## src/rtl/full_adder_pkg.sv

```systemverilog
// full_adder_pkg
//   Shared definitions for the full_adder slice. The counter width, the
//   saturation value and the counter type are used by the optional
//   statistics counters (FULL_ADDER_STATS_EN).
package full_adder_pkg;

  localparam int          CNT_W   = 16;
  localparam logic [15:0] CNT_MAX = 16'hFFFF;

  typedef logic [CNT_W-1:0] cnt_t;

endpackage : full_adder_pkg

```

## src/rtl/full_adder_if.sv

```systemverilog
// full_adder_if
//   Operand and result bundle for one full_adder cell.
//   Signals:
//     A, B, Cin   operand bits (driven by the master)
//     in_valid    qualifies A/B/Cin for capture into the registered path
//     Sum, Carry  combinational result (driven by the cell)
//     Sum_r       registered Sum
//     Carry_r     registered Carry
//     out_valid   one-cycle pulse: Sum_r/Carry_r hold a freshly captured result
//   Modports:
//     master  the side that supplies operands
//     slave   the adder cell
interface full_adder_if;

  logic A;
  logic B;
  logic Cin;
  logic in_valid;
  logic Sum;
  logic Carry;
  logic Sum_r;
  logic Carry_r;
  logic out_valid;

  modport master (
    output A, B, Cin, in_valid,
    input  Sum, Carry, Sum_r, Carry_r, out_valid
  );

  modport slave (
    input  A, B, Cin, in_valid,
    output Sum, Carry, Sum_r, Carry_r, out_valid
  );

endinterface : full_adder_if

```

## src/rtl/full_adder_half_adder.sv

```systemverilog
// half_adder
//   Single-bit half adder, the building block of full_adder.
//   Ports:
//     a, b  input operand bits
//     s     sum,   a ^ b
//     c     carry, a & b
module half_adder (
  input  logic a,
  input  logic b,
  output logic s,
  output logic c
);

  assign s = a ^ b;
  assign c = a & b;

endmodule : half_adder

```

## src/rtl/full_adder.sv

```systemverilog
// full_adder
//   Single-bit full adder with a combinational result and a registered,
//   valid-qualified copy of that result (one-cycle stage for pipelined
//   ripple chains).
//   Ports:
//     clk        clock, all state updates on the rising edge
//     rst        synchronous, active-high reset
//     fa         full_adder_if.slave: A, B, Cin, in_valid in;
//                Sum, Carry, Sum_r, Carry_r, out_valid out
//   Optional (macro FULL_ADDER_STATS_EN defined):
//     carry_cnt  accepted inputs producing Carry = 1, saturating at 16'hFFFF
//     op_cnt     all accepted inputs, saturating at 16'hFFFF
module full_adder
  import full_adder_pkg::*;
(
  input  logic              clk,
  input  logic              rst,
  full_adder_if.slave       fa
`ifdef FULL_ADDER_STATS_EN
  ,
  output cnt_t              carry_cnt,
  output cnt_t              op_cnt
`endif
);

  logic s0;
  logic c0;
  logic sum;
  logic c1;
  logic carry;

  // First stage adds A+B, second folds in Cin; at most one of the two
  // partial carries can be set, so OR-ing them gives the carry-out.
  half_adder u_ha0 (
    .a (fa.A),
    .b (fa.B),
    .s (s0),
    .c (c0)
  );

  half_adder u_ha1 (
    .a (s0),
    .b (fa.Cin),
    .s (sum),
    .c (c1)
  );

  assign carry    = c0 | c1;
  assign fa.Sum   = sum;
  assign fa.Carry = carry;

  logic sum_q;
  logic carry_q;
  logic valid_q;

  // Results hold when idle; only out_valid drops back to 0.
  always_ff @(posedge clk) begin
    if (rst) begin
      sum_q   <= 1'b0;
      carry_q <= 1'b0;
      valid_q <= 1'b0;
    end else if (fa.in_valid) begin
      sum_q   <= sum;
      carry_q <= carry;
      valid_q <= 1'b1;
    end else begin
      valid_q <= 1'b0;
    end
  end

  assign fa.Sum_r     = sum_q;
  assign fa.Carry_r   = carry_q;
  assign fa.out_valid = valid_q;

`ifdef FULL_ADDER_STATS_EN
  cnt_t carry_cnt_q;
  cnt_t op_cnt_q;

  always_ff @(posedge clk) begin
    if (rst) begin
      carry_cnt_q <= '0;
      op_cnt_q    <= '0;
    end else if (fa.in_valid) begin
      if (op_cnt_q != CNT_MAX)
        op_cnt_q <= op_cnt_q + cnt_t'(1);
      if (carry && (carry_cnt_q != CNT_MAX))
        carry_cnt_q <= carry_cnt_q + cnt_t'(1);
    end
  end

  assign carry_cnt = carry_cnt_q;
  assign op_cnt    = op_cnt_q;
`endif

endmodule : full_adder

```

## src/flat_wrapper.sv

```systemverilog
// flat-port wrapper written by rule: the top's interface ports become plain ports
module full_adder_flat import full_adder_pkg::*;
  (clk, rst, fa_A, fa_B, fa_Cin, fa_in_valid, fa_Sum, fa_Carry, fa_Sum_r, fa_Carry_r, fa_out_valid);
  full_adder_if fa_i ();
  input  logic clk;
  input  logic rst;
  input wire logic [$bits(fa_i.A)-1:0] fa_A;
  input wire logic [$bits(fa_i.B)-1:0] fa_B;
  input wire logic [$bits(fa_i.Cin)-1:0] fa_Cin;
  input wire logic [$bits(fa_i.in_valid)-1:0] fa_in_valid;
  output wire logic [$bits(fa_i.Sum)-1:0] fa_Sum;
  output wire logic [$bits(fa_i.Carry)-1:0] fa_Carry;
  output wire logic [$bits(fa_i.Sum_r)-1:0] fa_Sum_r;
  output wire logic [$bits(fa_i.Carry_r)-1:0] fa_Carry_r;
  output wire logic [$bits(fa_i.out_valid)-1:0] fa_out_valid;
  assign fa_i.A = fa_A;
  assign fa_i.B = fa_B;
  assign fa_i.Cin = fa_Cin;
  assign fa_i.in_valid = fa_in_valid;
  assign fa_Sum = fa_i.Sum;
  assign fa_Carry = fa_i.Carry;
  assign fa_Sum_r = fa_i.Sum_r;
  assign fa_Carry_r = fa_i.Carry_r;
  assign fa_out_valid = fa_i.out_valid;
  full_adder u_core (.clk(clk), .rst(rst), .fa(fa_i));
endmodule
```

## config.mk

```make
export PLATFORM = sky130hd
export DESIGN_NAME = full_adder_flat
export DESIGN_NICKNAME = d
export VERILOG_FILES = /design/src/rtl/full_adder_pkg.sv /design/src/rtl/full_adder_if.sv /design/src/rtl/full_adder_half_adder.sv /design/src/rtl/full_adder.sv /design/src/flat_wrapper.sv
export SDC_FILE = /design/constraint.sdc
export NUM_CORES = 1
export LEC_CHECK = 0
export ABC_AREA = 1
export CAP_MARGIN = 20
export CORE_AREA = 2 2 39 41
export CTS_BUF_LIST = sky130_fd_sc_hd__clkbuf_16
export DETAILED_ROUTE_END_ITERATION = 8
export DIE_AREA = 0 0 41 43
export PLACE_DENSITY = 0.44
export SYNTH_ARGS = -nofsm -noshare
export SYNTH_HDL_FRONTEND = slang
export SYNTH_SLANG_ARGS = --single-unit
```

## constraint.sdc

```tcl
create_clock -name clk -period 0.9 [get_ports clk]
set_input_delay 0.09 -clock clk [delete_from_list [all_inputs] [get_ports clk]]
set_output_delay 0.09 -clock clk [all_outputs]
set_load 0.02 [all_outputs]
```

Word level (Yosys, flattened, before mapping)
Index checks and enable logic that the tools add are counted.
Widths: inputs -> output; s select.
{ "word_totals": {"reg_bits": 3, "out_inout_bits": 5, "in_bits": 6} }
{ "classes": {"n_mux": 1, "bitwise": 5} }
{ "op_table": {"columns": ["cell", "n"], "rows": [
  ["$and 1x1->1", 2],
  ["$xor 1x1->1", 2],
  ["$mux 1", 1],
  ["$or 1x1->1", 1]
]} }

Logic depth before layout (Yosys ltp)
{ "logic_depth": {"word_depth": 3, "ltp_mapped": 5, "mapped_depth_nobuf": 5} }

Hierarchy
Synthesis repeated with hierarchy kept, for this count alone.
{ "unflattened": {"hier_cells": 17, "hier_area_um2": 135.1} }
{ "by_module_without_submodules": {"columns": ["module", "n_inst", "area_per_inst_um2", "cells_per_inst", "seq_area_each_um2"], "rows": [
  ["full_adder", 1, 110.1, 15, 60.1],
  ["half_adder", 2, 12.5, 1, 0.0]
]} }

Least setup slack after synthesis
No wires, ideal clock.
{ "synth_path": {"path_type": "input to register", "startpoint": "input fa_Cin", "endpoint": "register u_core.sum_q (netlist: u_core.fa.Sum_r)", "t_arrival_ns": 0.961, "stages": 5, "required_time_ns": 0.836, "setup_ns": 0.064, "path_slack_ns": -0.125, "cell_sequence": "fa_1 -> inv_1 -> nand2_1 -> nand2_1 -> nor2_1"} }
{ "synth_via": {"elab_chain_cells": 1} }
{ "synth_lines": {"columns": ["item", "line", "text"], "rows": [
  ["start, declared", "flat_wrapper.sv:9", "input wire logic [$bits(fa_i.Cin)-1:0] fa_Cin;"],
  ["$xor 1x1->1", "full_adder_half_adder.sv:14", "assign s = a ^ b;"],
  ["end signal, assigned", "full_adder.sv:63", "sum_q <= sum;"],
  ["end, declared", "full_adder.sv:52", "logic sum_q;"]
]} }
Every way passes these cells.
A chain may end at the register's enable or synchronous reset.

Final worst setup path
{ "layout_path": {"startpoint": "input fa_Cin", "endpoint": "output fa_Sum"} }
{ "layout_via": {"elab_chain_cells": 1} }
{ "layout_lines": {"columns": ["item", "line", "text"], "rows": [
  ["$xor 1x1->1", "full_adder_half_adder.sv:14", null],
  ["end, declared", "flat_wrapper.sv:11", "output wire logic [$bits(fa_i.Sum)-1:0] fa_Sum;"]
]} }
Every way passes these cells.

==> impl_metrics.py <==
metrics = {
    "run_status": {
        "status": "finished with violations",
        "violations": "setup timing",
    },
    "critical_path": {
        "worstSetupEndpoint": "fa_Sum",
        "reg_to_reg_startpoint": "u_core.fa.Carry_r",
        "setup.worst_path.class": "input pin to output port",
        "cp-start-kind": "input pin",
        "arrival_time_reported_for_the_critical_path_endpoint_ns": 0.87,
        "setup.worst_path.end_class": "output port",
        "path_max_fanout": 2,
        "crit_required_ns": 0.81,
        "reg2reg_slack_ns": 0.34,
        "r2r.worst_path.cells": 2,
        "regToRegEndpoint": "u_core.fa.Carry_r",
        "crit_start": "fa_Cin",
    },
    "sta": {
        "setup_viol": 1,
        "timing.slew.headroom_pct": 88.9,
        "final_hold_viol_count": 0,
        "worst_slew_pin_slew_ns": 0.167,
        "final_min_period_over_clock_period_pct": 107,
        "setup_slack_ns": -0.0606,
        "report.final.slew_viol_count": 0,
        "fin_crit_ns": 0.961,
        "rsz0062_at_grt": "yes",
        "fmax_mhz": 1040,
        "fin_skew_ns": 0,
    },
    "placed_design": {
        "post-place-ws_ns": -0.895,
        "finalWeightedCongestion": 0.597,
        "instance_count_after_placement_with_tap_cells_included": 43,
        "portBuffers": 10,
    },
    "layout": {
        "num_antenna_cells": 0,
        "fillers": 159,
        "area.growth.synth_to_final_pct": 145,
        "sequential_cell_area_um2": 60.1,
        "multi_input_area_um2": 56.3,
        "post_route_cells_drive_above_1_share_pct": 38.7,
        "finalNonFillerCells": 47,
        "num-nets-final": 39,
    },
    "global_route": {
        "antenna_found_initial": 0,
        "grt_max_degree": 6,
        "grt_pass1_wl_um": 558,
        "track_usage_pct": 5.32,
        "first_global_vias": 142,
        "grt_overflow": 0,
    },
    "clock_network": {
        "worstSkewPairLatency_ns": 0.22,
        "cts_tree": "done",
        "clkTransAtPathRegs_ns": 0.03,
        "clk_root_buf": "sky130_fd_sc_hd__clkbuf_16",
        "cts.sink_count": 3,
        "clk_path_buf_depth": 2,
        "ctsHtreeMaxLevel": 1,
        "tritoncts.num_buffers": 3,
    },
    "power_and_ir_drop": {
        "power.internal_w": 0.000773,
        "p_switching_w": 0.000193,
        "netSwitchingFraction_pct": 20.0,
        "seq_power_share_pct": 15.3,
        "total_power_w": 0.000966,
        "p_leak_nw": 0.164,
        "power_density_nw_per_um2": 3070,
        "pwr-share-comb_pct": 11.6,
        "power.share.clock_pct": 73.1,
        "vdd_ir_drop_max_mv": 0.873,
    },
    "route": {
        "wl_per_cell_um": 7.89,
        "routed-via-count": 140,
        "antenna_violating_nets_post_route": 0,
        "number_of_design_rule_violations_left_after_detail_routing": 0,
        "dr.first_iter.drc_count": 4,
        "drt_pass1_iterations": 2,
        "drt-vias-per-instance": 2.98,
        "drt_wl_total_um": 371,
    },
    "die": {
        "design.portCount": 11,
        "die-area_um2": 1760,
        "num_rows": 14,
        "core_region_area_um2": 1380,
        "die-width_um": 41,
        "die-height_um": 43,
        "initial_utilization_pct": 9.31,
    },
    "logic_synthesis": {
        "synth_top_cells_by_area": "sky130_fd_sc_hd__dfxtp_1, sky130_fd_sc_hd__fa_1, sky130_fd_sc_hd__nor2_1",
        "yosys_warnings": 0,
        "synthesis.area_per_instance_um2": 7.58,
        "post_synthesis_cell_area_um2": 129,
        "synthDistinctLibCells": 5,
        "synth.ff_latch_count": 3,
        "synth-seq-area-share_pct": 46.6,
        "post-synth-top-area-fraction_pct": 46.6,
        "yosys.area.top_type": "sky130_fd_sc_hd__dfxtp_1",
        "synth.net_count": 24,
        "post_synth_inst_count": 17,
    },
    "run": {
        "cap_violations": 0,
    },
    "worst_hold_path": {
        "hold_depth": 6,
        "path_class_of_the_lowest_slack_min_delay_path": "input pin to flip-flop",
    },
}
==> kinds of logic (layout without fill, tap and decap cells) <==
logic type	Yosys count	after routing	share of synthesized area, %
buf+inv	4	18	11.6
fa+ha+maj	1	1	15.5
simple gates	9	9	26.2
flops	3	3	46.6
==> power by group through the flow <==
stage	Sequential (W)	Combinational, W	Clock (W)
3_3_place_gp	0.000150	0.000123	0
3_5_place_dp	0.000150	0.000122	0
5_1_grt	0.000149	0.000124	0.000728
4_1_cts	0.000148	0.000114	0.000711
6_report	0.000148	0.000113	0.000706
2_1_floorplan	0.000162	0.0000470	0
==> synth_stat cells, drive strengths merged <==
| cell type | number |
|---|---|
| fa | 1 |
| nand2 | 4 |
| dfxtp | 3 |
| inv | 4 |
| nor2 | 5 |
==> through the flow <==
stage / hold WS [ns] / TNS [ns] / util, % / instance area (um2)
after floorplan: 0.161 / -0.0749 / - / 131
after global placement: 0.464 / -2.63 / 18.2 / 251
after detailed placement: 0.465 / -2.64 / 18.2 / 251
after CTS: 0.375 / -0.0633 / 22.8 / 315
after global routing: 0.428 / -0.0687 / 22.8 / 315
final: 0.366 / -0.0606 / 22.8 / 315
==> how the worst min path moves through the flow <==
stage          slack, ns             endpoint       startpoint
2_1_floorplan       0.16  u_core.fa.out_valid              rst
3_3_place_gp        0.46      u_core.fa.Sum_r  u_core.fa.Sum_r
3_5_place_dp        0.47      u_core.fa.Sum_r  u_core.fa.Sum_r
4_1_cts             0.37    u_core.fa.Carry_r             fa_A
5_1_grt             0.43    u_core.fa.Carry_r             fa_A
6_report            0.37    u_core.fa.Carry_r             fa_A
==> registers in the layout (all words and copies together), names as in the netlist <==
name	flops
u_core.fa.out_valid	1
u_core.fa.Carry_r	1
u_core.fa.Sum_r	1
==> area by class of cell <==
type | instances | area share [%]
Inverter | 4 | 4.76
Multi-Input combinational cell | 10 | 17.9
Clock inverter | 1 | 1.19
Timing Repair Buffer | 10 | 27.0
Tap cell | 16 | 6.35
Clock buffer | 3 | 23.8
Sequential cell | 3 | 19.0
==> metal layers <==
metal / routed length, um / part of all wire [%] / global-route usage, % / vias to the layer above
met4: 0 / 0 / 4.00 / 0
met2: 143 / 39 / 5.94 / 8
met3: 49 / 13 / 5.24 / 0
met5: 0 / 0 / 0 / -
li1: - / - / - / 74
met1: 178 / 48 / 5.77 / 58
==> timing repair <==
action,in CTS,in global routing
hold buffers,0,0
setup endpoints to repair,7,2
gates resized for setup,33,2
pin swaps,1,1
cloned,0,0
setup buffers,0,0
==> placed cells by master (no fill, tap or decap) <==
cell type / count
sky130_fd_sc_hd__nor2_1: 5
sky130_fd_sc_hd__buf_2: 4
sky130_fd_sc_hd__fa_2: 1
sky130_fd_sc_hd__clkdlybuf4s50_1: 2
sky130_fd_sc_hd__buf_6: 3
sky130_fd_sc_hd__inv_1: 5
sky130_fd_sc_hd__nand2_1: 4
sky130_fd_sc_hd__dfxtp_1: 3
sky130_fd_sc_hd__clkbuf_16: 3
sky130_fd_sc_hd__clkdlybuf4s15_2: 1
==> worst max-delay path: stages <==
cell	delay [ns]
sky130_fd_sc_hd__buf_6	0.09
sky130_fd_sc_hd__fa_2	0.57
sky130_fd_sc_hd__buf_6	0.12
Note: power is estimated with default switching activity, not from simulation.
